===== src/rtl/sdram_tile_loader.sv =====
// Command-driven SDRAM-to-local-buffer loader: splits a beat count into wrapper bursts of at
// most MAX_BURST beats and streams every returned beat into the buffer at an incrementing address.
module sdram_tile_loader #(
   parameter int unsigned ADDR_W    = 32,
   parameter int unsigned CNT_W     = 11,
   parameter int unsigned DATA_W    = 128,
   parameter int unsigned BUF_AW    = 10,
   parameter int unsigned MAX_BURST = 256
) (
   input  logic              clk,
   input  logic              reset_n,
   input  logic              cmd_valid,
   output logic              cmd_ready,
   input  logic [ADDR_W-1:0] cmd_sdram_addr,
   input  logic [BUF_AW-1:0] cmd_buf_addr,
   input  logic [15:0]       cmd_beats,
   output logic              read_start,
   output logic [ADDR_W-1:0] read_addr,
   output logic [CNT_W-1:0]  read_cnt,
   input  logic [DATA_W-1:0] read_data,
   input  logic              read_valid,
   input  logic              read_done,
   output logic              buf_we,
   output logic [BUF_AW-1:0] buf_addr,
   output logic [DATA_W-1:0] buf_wdata,
   output logic              busy,
   output logic              done,
   output logic              err
);

   typedef enum logic [1:0] {StIdle, StIssue, StRecv, StFin} state_e;

   state_e              state_q, state_d;
   logic [ADDR_W-1:0]   read_addr_q, read_addr_d;
   logic [CNT_W-1:0]    read_cnt_q, read_cnt_d;
   logic [15:0]         remaining_q, remaining_d;
   logic [CNT_W-1:0]    rx_q, rx_d;
   logic [BUF_AW-1:0]   buf_ptr_q, buf_ptr_d;
   logic                err_q, err_d;
   logic                buf_we_q, buf_we_d;
   logic [BUF_AW-1:0]   buf_addr_q, buf_addr_d;
   logic [DATA_W-1:0]   buf_wdata_q, buf_wdata_d;

   logic                take;
   logic [CNT_W-1:0]    rx_inc;
   logic [15:0]         rem_next;

   function automatic logic [CNT_W-1:0] burst_len(input logic [15:0] n);
      if (n > 16'(MAX_BURST)) return CNT_W'(MAX_BURST);
      return CNT_W'(n);
   endfunction

   // read_cnt_q doubles as the current chunk size: it holds for the whole burst.
   assign take     = (state_q == StRecv) && read_valid && (rx_q != read_cnt_q);
   assign rx_inc   = rx_q + CNT_W'(take);
   assign rem_next = remaining_q - 16'(read_cnt_q);

   always_comb begin
      state_d     = state_q;
      read_addr_d = read_addr_q;
      read_cnt_d  = read_cnt_q;
      remaining_d = remaining_q;
      rx_d        = rx_q;
      buf_ptr_d   = buf_ptr_q;
      err_d       = err_q;
      buf_we_d    = 1'b0;
      buf_addr_d  = buf_addr_q;
      buf_wdata_d = buf_wdata_q;

      unique case (state_q)
         StIdle: begin
            if (cmd_valid) begin
               err_d       = 1'b0;
               remaining_d = cmd_beats;
               buf_ptr_d   = cmd_buf_addr;
               if (cmd_beats == 16'd0) begin
                  state_d = StFin;
               end else begin
                  read_addr_d = cmd_sdram_addr & ~ADDR_W'(15);
                  read_cnt_d  = burst_len(cmd_beats);
                  state_d     = StIssue;
               end
            end
         end
         StIssue: begin
            rx_d    = '0;
            state_d = StRecv;
         end
         StRecv: begin
            if (take) begin
               buf_we_d    = 1'b1;
               buf_addr_d  = buf_ptr_q;
               buf_wdata_d = read_data;
               buf_ptr_d   = buf_ptr_q + 1'b1;
               rx_d        = rx_inc;
            end
            if (read_done) begin
               if (rx_inc == read_cnt_q) begin
                  remaining_d = rem_next;
                  if (rem_next != 16'd0) begin
                     read_addr_d = read_addr_q + (ADDR_W'(read_cnt_q) << 4);
                     read_cnt_d  = burst_len(rem_next);
                     state_d     = StIssue;
                  end else begin
                     state_d = StFin;
                  end
               end else begin
                  err_d   = 1'b1;
                  state_d = StFin;
               end
            end
         end
         StFin: state_d = StIdle;
         default: state_d = StIdle;
      endcase

      // A beat nobody asked for is dropped and flagged, even on the accept cycle.
      if (read_valid && !take) err_d = 1'b1;
   end

   always_ff @(posedge clk or negedge reset_n) begin
      if (!reset_n) begin
         state_q     <= StIdle;
         read_addr_q <= '0;
         read_cnt_q  <= '0;
         remaining_q <= '0;
         rx_q        <= '0;
         buf_ptr_q   <= '0;
         err_q       <= 1'b0;
         buf_we_q    <= 1'b0;
         buf_addr_q  <= '0;
         buf_wdata_q <= '0;
      end else begin
         state_q     <= state_d;
         read_addr_q <= read_addr_d;
         read_cnt_q  <= read_cnt_d;
         remaining_q <= remaining_d;
         rx_q        <= rx_d;
         buf_ptr_q   <= buf_ptr_d;
         err_q       <= err_d;
         buf_we_q    <= buf_we_d;
         buf_addr_q  <= buf_addr_d;
         buf_wdata_q <= buf_wdata_d;
      end
   end

   assign cmd_ready  = (state_q == StIdle);
   assign read_start = (state_q == StIssue);
   assign busy       = (state_q != StIdle);
   assign done       = (state_q == StFin);
   assign read_addr  = read_addr_q;
   assign read_cnt   = read_cnt_q;
   assign buf_we     = buf_we_q;
   assign buf_addr   = buf_addr_q;
   assign buf_wdata  = buf_wdata_q;
   assign err        = err_q;

endmodule


===== config.mk =====
export PLATFORM = sky130hd
export DESIGN_NAME = sdram_tile_loader
export DESIGN_NICKNAME = d
export VERILOG_FILES = /design/src/rtl/sdram_tile_loader.sv
export SDC_FILE = /design/constraint.sdc
export NUM_CORES = 1
export LEC_CHECK = 0
export CORE_MARGIN = 1.5
export CORE_UTILIZATION = 50
export CTS_CLUSTER_DIAMETER = 40
export DETAILED_ROUTE_END_ITERATION = 12
export GPL_ROUTABILITY_DRIVEN = 0
export PLACE_DENSITY = 0.86
export SLEW_MARGIN = 20
export SYNTH_ARGS = -nofsm -noshare
export SYNTH_HDL_FRONTEND = slang
export SYNTH_SLANG_ARGS = --single-unit

===== constraint.sdc =====
create_clock -name clk -period 8.8 [get_ports clk]
set_input_delay 1.76 -clock clk [delete_from_list [all_inputs] [get_ports clk]]
set_output_delay 1.76 -clock clk [all_outputs]
set_load 0.01 [all_outputs]

==> results of run 1 <==
==> sequential cells by signal, summed over array words and instances (netlist names) <==
| register | flops |
|---|---|
| buf_we | 1 |
| read_cnt | 11 |
| remaining_q | 16 |
| state_q | 2 |
| err | 1 |
| buf_addr | 10 |
| buf_wdata | 128 |
| read_addr | 28 |
| rx_q | 11 |
| buf_ptr_q | 10 |
==> cell type report <==
class	instances	share of cell area (%)
Inverter	32	0.770
Sequential cell	218	34.3
Timing Repair Buffer	378	23.7
Tap cell	275	2.16
Multi-Input combinational cell	967	31.5
Clock buffer	40	5.88
Clock inverter	21	1.80
==> per-layer routing <==
metal | share of wire, % | GRT usage, % | vias up | wire (um)
li1 | - | - | 5008 | -
met1 | 38 | 37.3 | 5092 | 13400
met2 | 49 | 49.6 | 523 | 17200
met3 | 8.3 | 7.61 | 126 | 2920
met4 | 4.9 | 14.5 | 0 | 1710
met5 | 0 | 0 | - | 0
==> cell usage after synthesis, drive strengths merged (3+ instances only) <==
cell	n	area, sq um
a221oi	7	61.3
o22a	3	26.3
xnor2	23	201
o21a	5	45.0
a22oi	4	30.0
mux2	3	33.8
clkbuf	50	188
nor2	51	191
nand2b	10	62.6
nand3	17	85.1
ha	25	313
inv	32	120
xor2	12	105
buf	20	135
or3	5	31.3
o211ai	3	22.5
o22ai	9	56.3
nand2	499	1870
nand4	12	75.1
a211oi	13	103
a41oi	4	35.0
nor3	25	135
o21ai	65	337
and2	8	50.1
a21o	11	82.6
nor4	10	68.8
o31ai	5	37.5
a21oi	72	360
o41ai	4	35.0
a22o	3	26.3
dfrtp	218	5460
and3	9	61.3
nand3b	3	22.5
a31oi	11	68.8
==> worst max-delay path, cell delays in order <==
cell,delay (ns)
sky130_fd_sc_hd__clkdlybuf4s50_1,0.55
sky130_fd_sc_hd__nand2_4,0.32
sky130_fd_sc_hd__inv_4,0.59
sky130_fd_sc_hd__ha_1,0.34
sky130_fd_sc_hd__ha_1,0.26
sky130_fd_sc_hd__nand3_1,0.42
sky130_fd_sc_hd__o21ai_0,0.32
sky130_fd_sc_hd__nor4b_1,0.37
sky130_fd_sc_hd__nor4_1,0.14
sky130_fd_sc_hd__a2111oi_4,0.31
sky130_fd_sc_hd__buf_4,0.35
sky130_fd_sc_hd__and2b_4,0.23
sky130_fd_sc_hd__o21ai_4,0.18
sky130_fd_sc_hd__buf_4,0.33
sky130_fd_sc_hd__a221oi_1,0.30
sky130_fd_sc_hd__a21oi_1,0.07
==> through the flow <==
stage                     utilization (%)  worst slack (ns)
after floorplan                         -              3.68
after global placement               69.5              2.02
after detailed placement             69.5              1.85
after CTS                            75.2              2.35
after global routing                 75.3              1.83
final                                75.3              2.30
==> path summary, 6_finish.rpt <==
kind / end / slack, ns / depth (start not counted)
setup / recovery: read_cnt[5] / 2.30 / 16
max in group asynchronous: buf_wdata[43] / 6.20 / 2
hold / removal: buf_wdata[113] / 0.47 / 2
min in group asynchronous: read_addr[19] / 1.20 / 1
setup reg to reg: read_cnt[5] / 2.53 / 18
hold reg to reg: buf_wdata[113] / 0.47 / 2
==> power breakdown <==
part           total [uW]  switching, uW  internal [uW]
Clock                1420            504            920
Combinational        3010           1630           1380
Sequential           1800            342           1460
==> cells by family (layout without fill, tap and decap cells) <==
group           after synthesis  count (layout)  synth area share [%]
other cells                   1               4                0.0345
mux                           5               5                 0.495
xor+xnor                     35              35                  2.82
simple gates                658             658                  25.1
buf+inv                     102             471                  4.07
flops                       218             218                  50.2
fa+ha+maj                    27              27                  3.25
compound gates              238             238                  14.1
==> results_dict.tcl, run 1 <==
set metrics [dict create \
    tritoncts "done" \
    cp.required_ns 9.17 \
    finalPower_uw 6240 \
    worst_slew_margin_rel_pct 29.3 \
    post-dp-hpwl_mm 24.7 \
    ant_nets 0 \
    syn-instance-count 1284 \
    clkLatencyLatePin_ns 0.51 \
    core_area_sq_mm 0.0212 \
    fin_skew_ns 0.0227 \
    peakVddDrop_mv 0.209 \
    number_of_rows_created_at_floorplan 53 \
    cts-htree-levels 2 \
    hold_start "buf_wdata[113]" \
    synth-warning-count 0 \
    remaining_drc_errors 0 \
    fin_setup_tns_ns 0 \
    grt_antenna_before_repair 0 \
    yosys.cell_types.count 70 \
    fin_worst_hold_slack_ns 0.471 \
    arrival_time_reported_for_the_critical_path_endpoint_ns 6.88 \
    static-leakage-power_uw 0.00728 \
    crit_path_max_fanout 59 \
    layout.cells.most_common_list "sky130_fd_sc_hd__nand2_1, sky130_fd_sc_hd__clkdlybuf4s50_1, sky130_fd_sc_hd__dfrtp_1" \
    layout.area.seq_sq_mm 0.00546 \
    antennaDiodeCount 0 \
    critical_path.endpoint_type "flip-flop" \
    syn_area_sq_mm 0.0109 \
    place_area_sq_mm 0.0147 \
    die_height_um 150 \
    die-width_um 150 \
    postSynthAreaPerCell_sq_um 8.47 \
    final_cell_count_no_fill 1931 \
    final_min_period_over_clock_period_pct 73.9 \
    cts_sinks 218 \
    clockRootBuffer "sky130_fd_sc_hd__clkbuf_16" \
    initial_cell_density_of_the_core_pct 51.4 \
    max_slew.worst_pin.slew_ns 1.06 \
    ctsLongestPathBuffers 3 \
    placedCellCount 1870 \
    finalWirelength_mm 35.2 \
    crit_type "primary input to flip-flop" \
    hold_violations 0 \
    layout-drive-gt1-share_pct 5.62 \
    finalSetupViolCount 0 \
    synth-main-ff-cell "sky130_fd_sc_hd__dfrtp_1" \
    drtPass1Iterations 5 \
    post_cts_setup_buffer_count 0 \
    synth_edf_count 0 \
    slew_violations 0 \
    routedWlPerCell_um 18.2 \
    maxCapViolations 0 \
    top_level_ports 378 \
    crit_path_start_kind "primary input" \
    max_freq_ghz 0.154 \
    grt_pass1_wl_mm 54.0 \
    synth-seq-area-share_pct 50.2 \
    syn_to_final_growth_pct 46.4 \
    grt_setup_unrepaired "false" \
    worst_hold_path_type "flip-flop to flip-flop" \
    number_of_hold_repair_buffers_added_at_the_cts_stage 0 \
    detail_route.iter0.violations 833 \
    first_global_vias 10400 \
    multi_input_gate_area_sq_mm 0.00501 \
    cts_inserted_buffers 35 \
    layout.nets 1850 \
    grt.overflow.total 0 \
    most_common_cell_after_layout_fill_and_taps_aside "sky130_fd_sc_hd__nand2_1" \
    detail_route.vias_per_cell 5.57 \
    post_cts_resized 0 \
    worst_setup_path_startpoint "read_valid" \
    grt_start_max_net_pins 106 \
    final.min_clock_period_ns 6.50 \
    synth.ff_latch_count 218 \
    die_area_sq_mm 0.0226 \
    track_usage_pct 30.2 \
    finalInstanceArea_sq_mm 0.0159 \
    port_buffers 369 \
    result_of_the_run "finished, final reports clean" \
    async_sr_flop_fraction_pct 100 \
    worst_r2r_src "rx_q[7]" \
    p_per_area_mw_per_mm2 392 \
    clk_pin_slew_ns 0.06 \
    route.vias.total 10700 \
    nFillCells 1439 \
]
(Power assumes the default switching activity.)
==> run 2, diff against run 1 <==
--- a/config.mk
+++ b/config.mk
@@ -6,11 +6,11 @@
 export NUM_CORES = 1
 export LEC_CHECK = 0
 export CORE_MARGIN = 1.5
-export CORE_UTILIZATION = 50
+export CORE_UTILIZATION = 46
 export CTS_CLUSTER_DIAMETER = 40
 export DETAILED_ROUTE_END_ITERATION = 12
 export GPL_ROUTABILITY_DRIVEN = 0
-export PLACE_DENSITY = 0.86
+export PLACE_DENSITY = 0.8
 export SLEW_MARGIN = 20
 export SYNTH_ARGS = -nofsm -noshare
 export SYNTH_HDL_FRONTEND = slang
==> constraint.sdc (replaced) <==
create_clock -name clk -period 6.21 [get_ports clk]
set_input_delay 1.242 -clock clk [delete_from_list [all_inputs] [get_ports clk]]
set_output_delay 1.242 -clock clk [all_outputs]
set_load 0.01 [all_outputs]
==> results_dict.tcl, run 2 (synthesized netlist as in run 1, its figures left out) <==
set metrics [dict create \
    p_per_area_mw_per_mm2 549 \
    post_cts_resized 0 \
    number_of_rows_created_at_floorplan 56 \
    cp.required_ns 6.63 \
    worst-r2r-cell-count 17 \
    ant_nets 0 \
    die-width_um 157 \
    final_min_period_over_clock_period_pct 85.6 \
    ctsLongestPathBuffers 3 \
    detail_route.vias_per_cell 5.32 \
    slew_violations 0 \
    die_height_um 157 \
    finalSetupViolCount 0 \
    finalWirelength_mm 34.1 \
    hold_depth 2 \
    finalPower_uw 8800 \
    hold_violations 0 \
    tritoncts "done" \
    grt_pass1_wl_mm 53.0 \
    initial_cell_density_of_the_core_pct 46.6 \
    worst_slew_margin_rel_pct 32.1 \
    drtPass1Iterations 5 \
    crit_type "flip-flop to flip-flop" \
    worst_hold_path_type "flip-flop to flip-flop" \
    grt_setup_unrepaired "false" \
    fin_setup_tns_ns 0 \
    arrival_time_reported_for_the_critical_path_endpoint_ns 5.73 \
    place_area_sq_mm 0.0148 \
    finalInstanceArea_sq_mm 0.0160 \
    crit_path_max_fanout 40 \
    number_of_hold_repair_buffers_added_at_the_cts_stage 0 \
    die_area_sq_mm 0.0246 \
    r2r_setup_slack_ns 0.89 \
    fin_util_pct 68.7 \
    final.min_clock_period_ns 5.32 \
    grt.overflow.total 0 \
    post_cts_setup_buffer_count 0 \
    layout-drive-gt1-share_pct 5.84 \
    largest_register_ff_count 128 \
    placement.setup.worst_slack_ns 0.682 \
    critical_path.endpoint_type "flip-flop" \
    layout.nets 1854 \
    result_of_the_run "finished, final reports clean" \
    nFillCells 1841 \
    top_level_ports 378 \
    core_area_sq_mm 0.0233 \
    detail_route.iter0.violations 813 \
    syn_to_final_growth_pct 47.4 \
    post-dp-hpwl_mm 23.7 \
    grt_start_max_net_pins 130 \
    static-leakage-power_uw 0.00733 \
    antennaDiodeCount 0 \
    remaining_drc_errors 0 \
    clkLatencyLatePin_ns 0.51 \
    fin_ws_ns 0.892 \
    route.vias.total 10500 \
    crit_path_start_kind "flip-flop" \
    routedWlPerCell_um 17.2 \
    cts-htree-levels 2 \
    fin_skew_ns 0.0149 \
    most_common_cell_after_layout_fill_and_taps_aside "sky130_fd_sc_hd__nand2_1" \
    peakVddDrop_mv 0.283 \
    maxCapViolations 0 \
    first_global_vias 10200 \
    port_buffers 369 \
    cts_sinks 218 \
    track_usage_pct 26.9 \
    max_freq_ghz 0.188 \
    cts_inserted_buffers 37 \
    clockRootBuffer "sky130_fd_sc_hd__clkbuf_16" \
    max_slew.worst_pin.slew_ns 1.01 \
    grt_antenna_before_repair 0 \
    layout.cells.most_common_list "sky130_fd_sc_hd__nand2_1, sky130_fd_sc_hd__clkdlybuf4s50_1, sky130_fd_sc_hd__dfrtp_1" \
    clk_pin_slew_ns 0.05 \
]
run 2: changes by cell type in the layout (fill, tap and decap cells not counted), sizes merged:
cell / delta
bufinv: -2
buf: +2
clkinvlp: -3
clkinv: +3
clkbuf: +5
run 2: final timing paths:
| path | start | endpoint |
|---|---|---|
| max in group asynchronous | reset_n | read_addr[29] |
| max reg2reg | rx_q[7] | read_cnt[1] |
| max | rx_q[7] | read_cnt[1] |
| min | buf_wdata[124] | buf_wdata[124] |
| min reg2reg | buf_wdata[124] | buf_wdata[124] |
| min in group asynchronous | reset_n | buf_wdata[108] |
run 2: power by group:
| part | switching, uW | internal [uW] | total [uW] |
|---|---|---|---|
| Sequential | 480 | 2070 | 2550 |
| Combinational | 2250 | 1960 | 4220 |
| Clock | 718 | 1320 | 2040 |
run 2: layer usage:
layer	vias up	track usage, %	part of all wire [%]
li1	5013	-	-
met5	-	0	0
met3	73	6.04	7.3
met1	5054	33.8	40
met4	0	8.75	2.5
met2	389	45.9	50
run 2: per-stage QoR:
step / hold WS (ns) / std cells
2_1_floorplan: 0.461 / 1287
3_3_place_gp: 0.456 / 1915
3_5_place_dp: 0.461 / 1915
4_1_cts: 0.473 / 1979
5_1_grt: 0.478 / 1980
6_report: 0.471 / 1980
run 2: layout make-up:
class	instances	area (sq um)	share of cell area [%]
clock inverters	19	204	1.27
multi-input cells	967	5000	31.2
inverters	32	123	0.765
clock buffers	45	1040	6.48
flip-flops and latches	218	5460	34.0
repair buffers	380	3800	23.7
well taps	319	399	2.49
run 2: critical path, stage by stage (launching register included):
cell                        delay [ns]
sky130_fd_sc_hd__dfrtp_1          0.45
sky130_fd_sc_hd__xor2_1           0.39
sky130_fd_sc_hd__nor4_1           0.13
sky130_fd_sc_hd__a41oi_1          0.51
sky130_fd_sc_hd__nand2_4          0.10
sky130_fd_sc_hd__inv_4            0.30
sky130_fd_sc_hd__ha_1             0.31
sky130_fd_sc_hd__ha_1             0.26
sky130_fd_sc_hd__nand3_1          0.39
sky130_fd_sc_hd__or3_1            0.47
sky130_fd_sc_hd__and3_1           0.16
sky130_fd_sc_hd__nor3_1           0.39
sky130_fd_sc_hd__a2111oi_4        0.14
sky130_fd_sc_hd__and2b_4          0.21
sky130_fd_sc_hd__o21ai_4          0.23
sky130_fd_sc_hd__buf_4            0.48
sky130_fd_sc_hd__a221oi_1         0.10
sky130_fd_sc_hd__a21oi_1          0.16
==> run 3, diff against run 2 <==
--- a/config.mk
+++ b/config.mk
@@ -6,11 +6,11 @@
 export NUM_CORES = 1
 export LEC_CHECK = 0
 export CORE_MARGIN = 1.5
-export CORE_UTILIZATION = 46
+export CORE_UTILIZATION = 50
 export CTS_CLUSTER_DIAMETER = 40
 export DETAILED_ROUTE_END_ITERATION = 12
 export GPL_ROUTABILITY_DRIVEN = 0
-export PLACE_DENSITY = 0.8
+export PLACE_DENSITY = 0.86
 export SLEW_MARGIN = 20
 export SYNTH_ARGS = -nofsm -noshare
 export SYNTH_HDL_FRONTEND = slang
==> constraint.sdc (replaced) <==
create_clock -name clk -period 6.7 [get_ports clk]
set_input_delay 1.34 -clock clk [delete_from_list [all_inputs] [get_ports clk]]
set_output_delay 1.34 -clock clk [all_outputs]
set_load 0.01 [all_outputs]
==> results_dict.tcl, run 3 (synthesized netlist as in run 1, its figures left out) <==
set metrics [dict create \
    result_of_the_run "finished, final reports clean" \
    drtPass1Iterations 5 \
    p_per_area_mw_per_mm2 507 \
    maxCapViolations 0 \
    crit_type "flip-flop to flip-flop" \
    layout.nets 1847 \
    initial_cell_density_of_the_core_pct 51.4 \
    grt_antenna_before_repair 0 \
    crit_path_start_kind "flip-flop" \
    hold_violations 0 \
    syn_to_final_growth_pct 45.4 \
    layout-drive-gt1-share_pct 5.44 \
    cts-htree-levels 1 \
    clockPowerShare_pct 21.2 \
    grt_pass1_wl_mm 53.4 \
    internal_power_uw 4790 \
    route.vias.total 10600 \
    ant_nets 0 \
    cts_inserted_buffers 31 \
    worst_slew_margin_rel_pct 29.0 \
    clkLatencyLatePin_ns 0.56 \
    fin_skew_ns 0.0107 \
    most_common_cell_after_layout_fill_and_taps_aside "sky130_fd_sc_hd__nand2_1" \
    number_of_hold_repair_buffers_added_at_the_cts_stage 0 \
    final_cell_count_no_fill 1930 \
    post-dp-hpwl_mm 24.2 \
    die-width_um 150 \
    hold_start "buf_wdata[110]" \
    largest_register_ff_count 128 \
    detail_route.iter0.violations 840 \
    nFillCells 1479 \
    fin_setup_tns_ns 0 \
    final.min_clock_period_ns 5.41 \
    finalInstanceArea_sq_mm 0.0158 \
    peakVddDrop_mv 0.306 \
    placedCellCount 1871 \
    fin_worst_hold_slack_ns 0.472 \
    layout.cells.most_common_list "sky130_fd_sc_hd__nand2_1, sky130_fd_sc_hd__clkdlybuf4s50_1, sky130_fd_sc_hd__dfrtp_1" \
    core_area_sq_mm 0.0212 \
    sw_frac_of_total_pct 40.2 \
    top_level_ports 378 \
    finalSetupViolCount 0 \
    port_buffers 369 \
    clockRootBuffer "sky130_fd_sc_hd__clkbuf_16" \
    p_switching_uw 3220 \
    grt_start_max_net_pins 115 \
    grt.overflow.total 0 \
    worst_r2r_src "rx_q[7]" \
    combinationalPowerShare_pct 49.2 \
    first_global_vias 10400 \
    slew_violations 0 \
    worst_hold_path_type "flip-flop to flip-flop" \
    remaining_drc_errors 0 \
    final_min_period_over_clock_period_pct 80.8 \
    grt_setup_unrepaired "false" \
    post_cts_setup_buffer_count 0 \
    critical_path.endpoint_type "flip-flop" \
    place_area_sq_mm 0.0147 \
    cts_sinks 218 \
    tritoncts "done" \
    max_freq_ghz 0.185 \
    worst_setup_path_startpoint "rx_q[7]" \
    static-leakage-power_uw 0.00723 \
    die_area_sq_mm 0.0226 \
    finalWirelength_mm 34.4 \
    clk_pin_slew_ns 0.06 \
    sequentialPowerShare_pct 29.5 \
    die_height_um 150 \
    routedWlPerCell_um 17.8 \
    ctsLongestPathBuffers 3 \
    detail_route.vias_per_cell 5.50 \
    cp.required_ns 7.17 \
    post_cts_resized 0 \
    number_of_rows_created_at_floorplan 53 \
    max_slew.worst_pin.slew_ns 1.06 \
    crit_path_max_fanout 50 \
    arrival_time_reported_for_the_critical_path_endpoint_ns 5.88 \
    track_usage_pct 29.7 \
]
[run 3: path summary, 6_finish.rpt]
path / cells after the start / slack, ns / end
max: 17 / 1.29 / read_cnt[3]
min: 2 / 0.47 / buf_wdata[110]
max reg2reg: 17 / 1.29 / read_cnt[3]
min reg2reg: 2 / 0.47 / buf_wdata[110]
max in group asynchronous: 2 / 4.58 / remaining_q[10]
min in group asynchronous: 1 / 0.84 / read_addr[27]
[run 3: final cells by class]
type | instances | area, sq um | area share, %
inverters | 32 | 123 | 0.776
flip-flops and latches | 218 | 5460 | 34.5
diodes | 1 | 2.50 | 0.0158
repair buffers | 379 | 3770 | 23.9
multi-input cells | 967 | 5000 | 31.7
clock buffers | 36 | 825 | 5.22
well taps | 275 | 344 | 2.18
clock inverters | 22 | 278 | 1.76
[run 3: power groups by stage]
stage | Combinational [uW] | Clock, uW | Sequential [uW]
final | 3940 | 1700 | 2360
after global routing | 4310 | 1790 | 2440
after CTS | 3930 | 1720 | 2360
after detailed placement | 3880 | 0 | 2370
after global placement | 3760 | 0 | 2340
after floorplan | 1980 | 0 | 2520
[run 3: routing by layer]
layer | up-vias | global-route usage [%] | part of all wire [%]
met5 | - | 0 | 0
met4 | 0 | 12.7 | 4.1
met3 | 105 | 5.39 | 7.5
met2 | 456 | 50.1 | 49
met1 | 5055 | 37.3 | 39
li1 | 4990 | - | -
[run 3: critical path, stage by stage (launching register included)]
cell and delay (ns):
sky130_fd_sc_hd__dfrtp_1 0.45, sky130_fd_sc_hd__xor2_1 0.43, sky130_fd_sc_hd__nor4_1 0.12, sky130_fd_sc_hd__a41oi_1 0.49
sky130_fd_sc_hd__nand2_4 0.43, sky130_fd_sc_hd__inv_4 0.14, sky130_fd_sc_hd__ha_1 0.23, sky130_fd_sc_hd__ha_1 0.25
sky130_fd_sc_hd__nand3_1 0.38, sky130_fd_sc_hd__or3_1 0.47, sky130_fd_sc_hd__and3_1 0.16, sky130_fd_sc_hd__nor3_1 0.39
sky130_fd_sc_hd__a2111oi_4 0.13, sky130_fd_sc_hd__and2b_4 0.22, sky130_fd_sc_hd__o21ai_4 0.26, sky130_fd_sc_hd__buf_4 0.47
sky130_fd_sc_hd__a221oi_1 0.09, sky130_fd_sc_hd__a21oi_1 0.18
[run 3: metrics by stage]
step                      power [uW]  worst slack (ns)  utilization (%)
after CTS                       8020              1.34             74.7
final                           8010              1.29             74.7
after detailed placement        6240              1.04             69.5
after floorplan                 4500              2.00                -
after global routing            8540             0.858             74.7
after global placement          6090              1.16             69.5
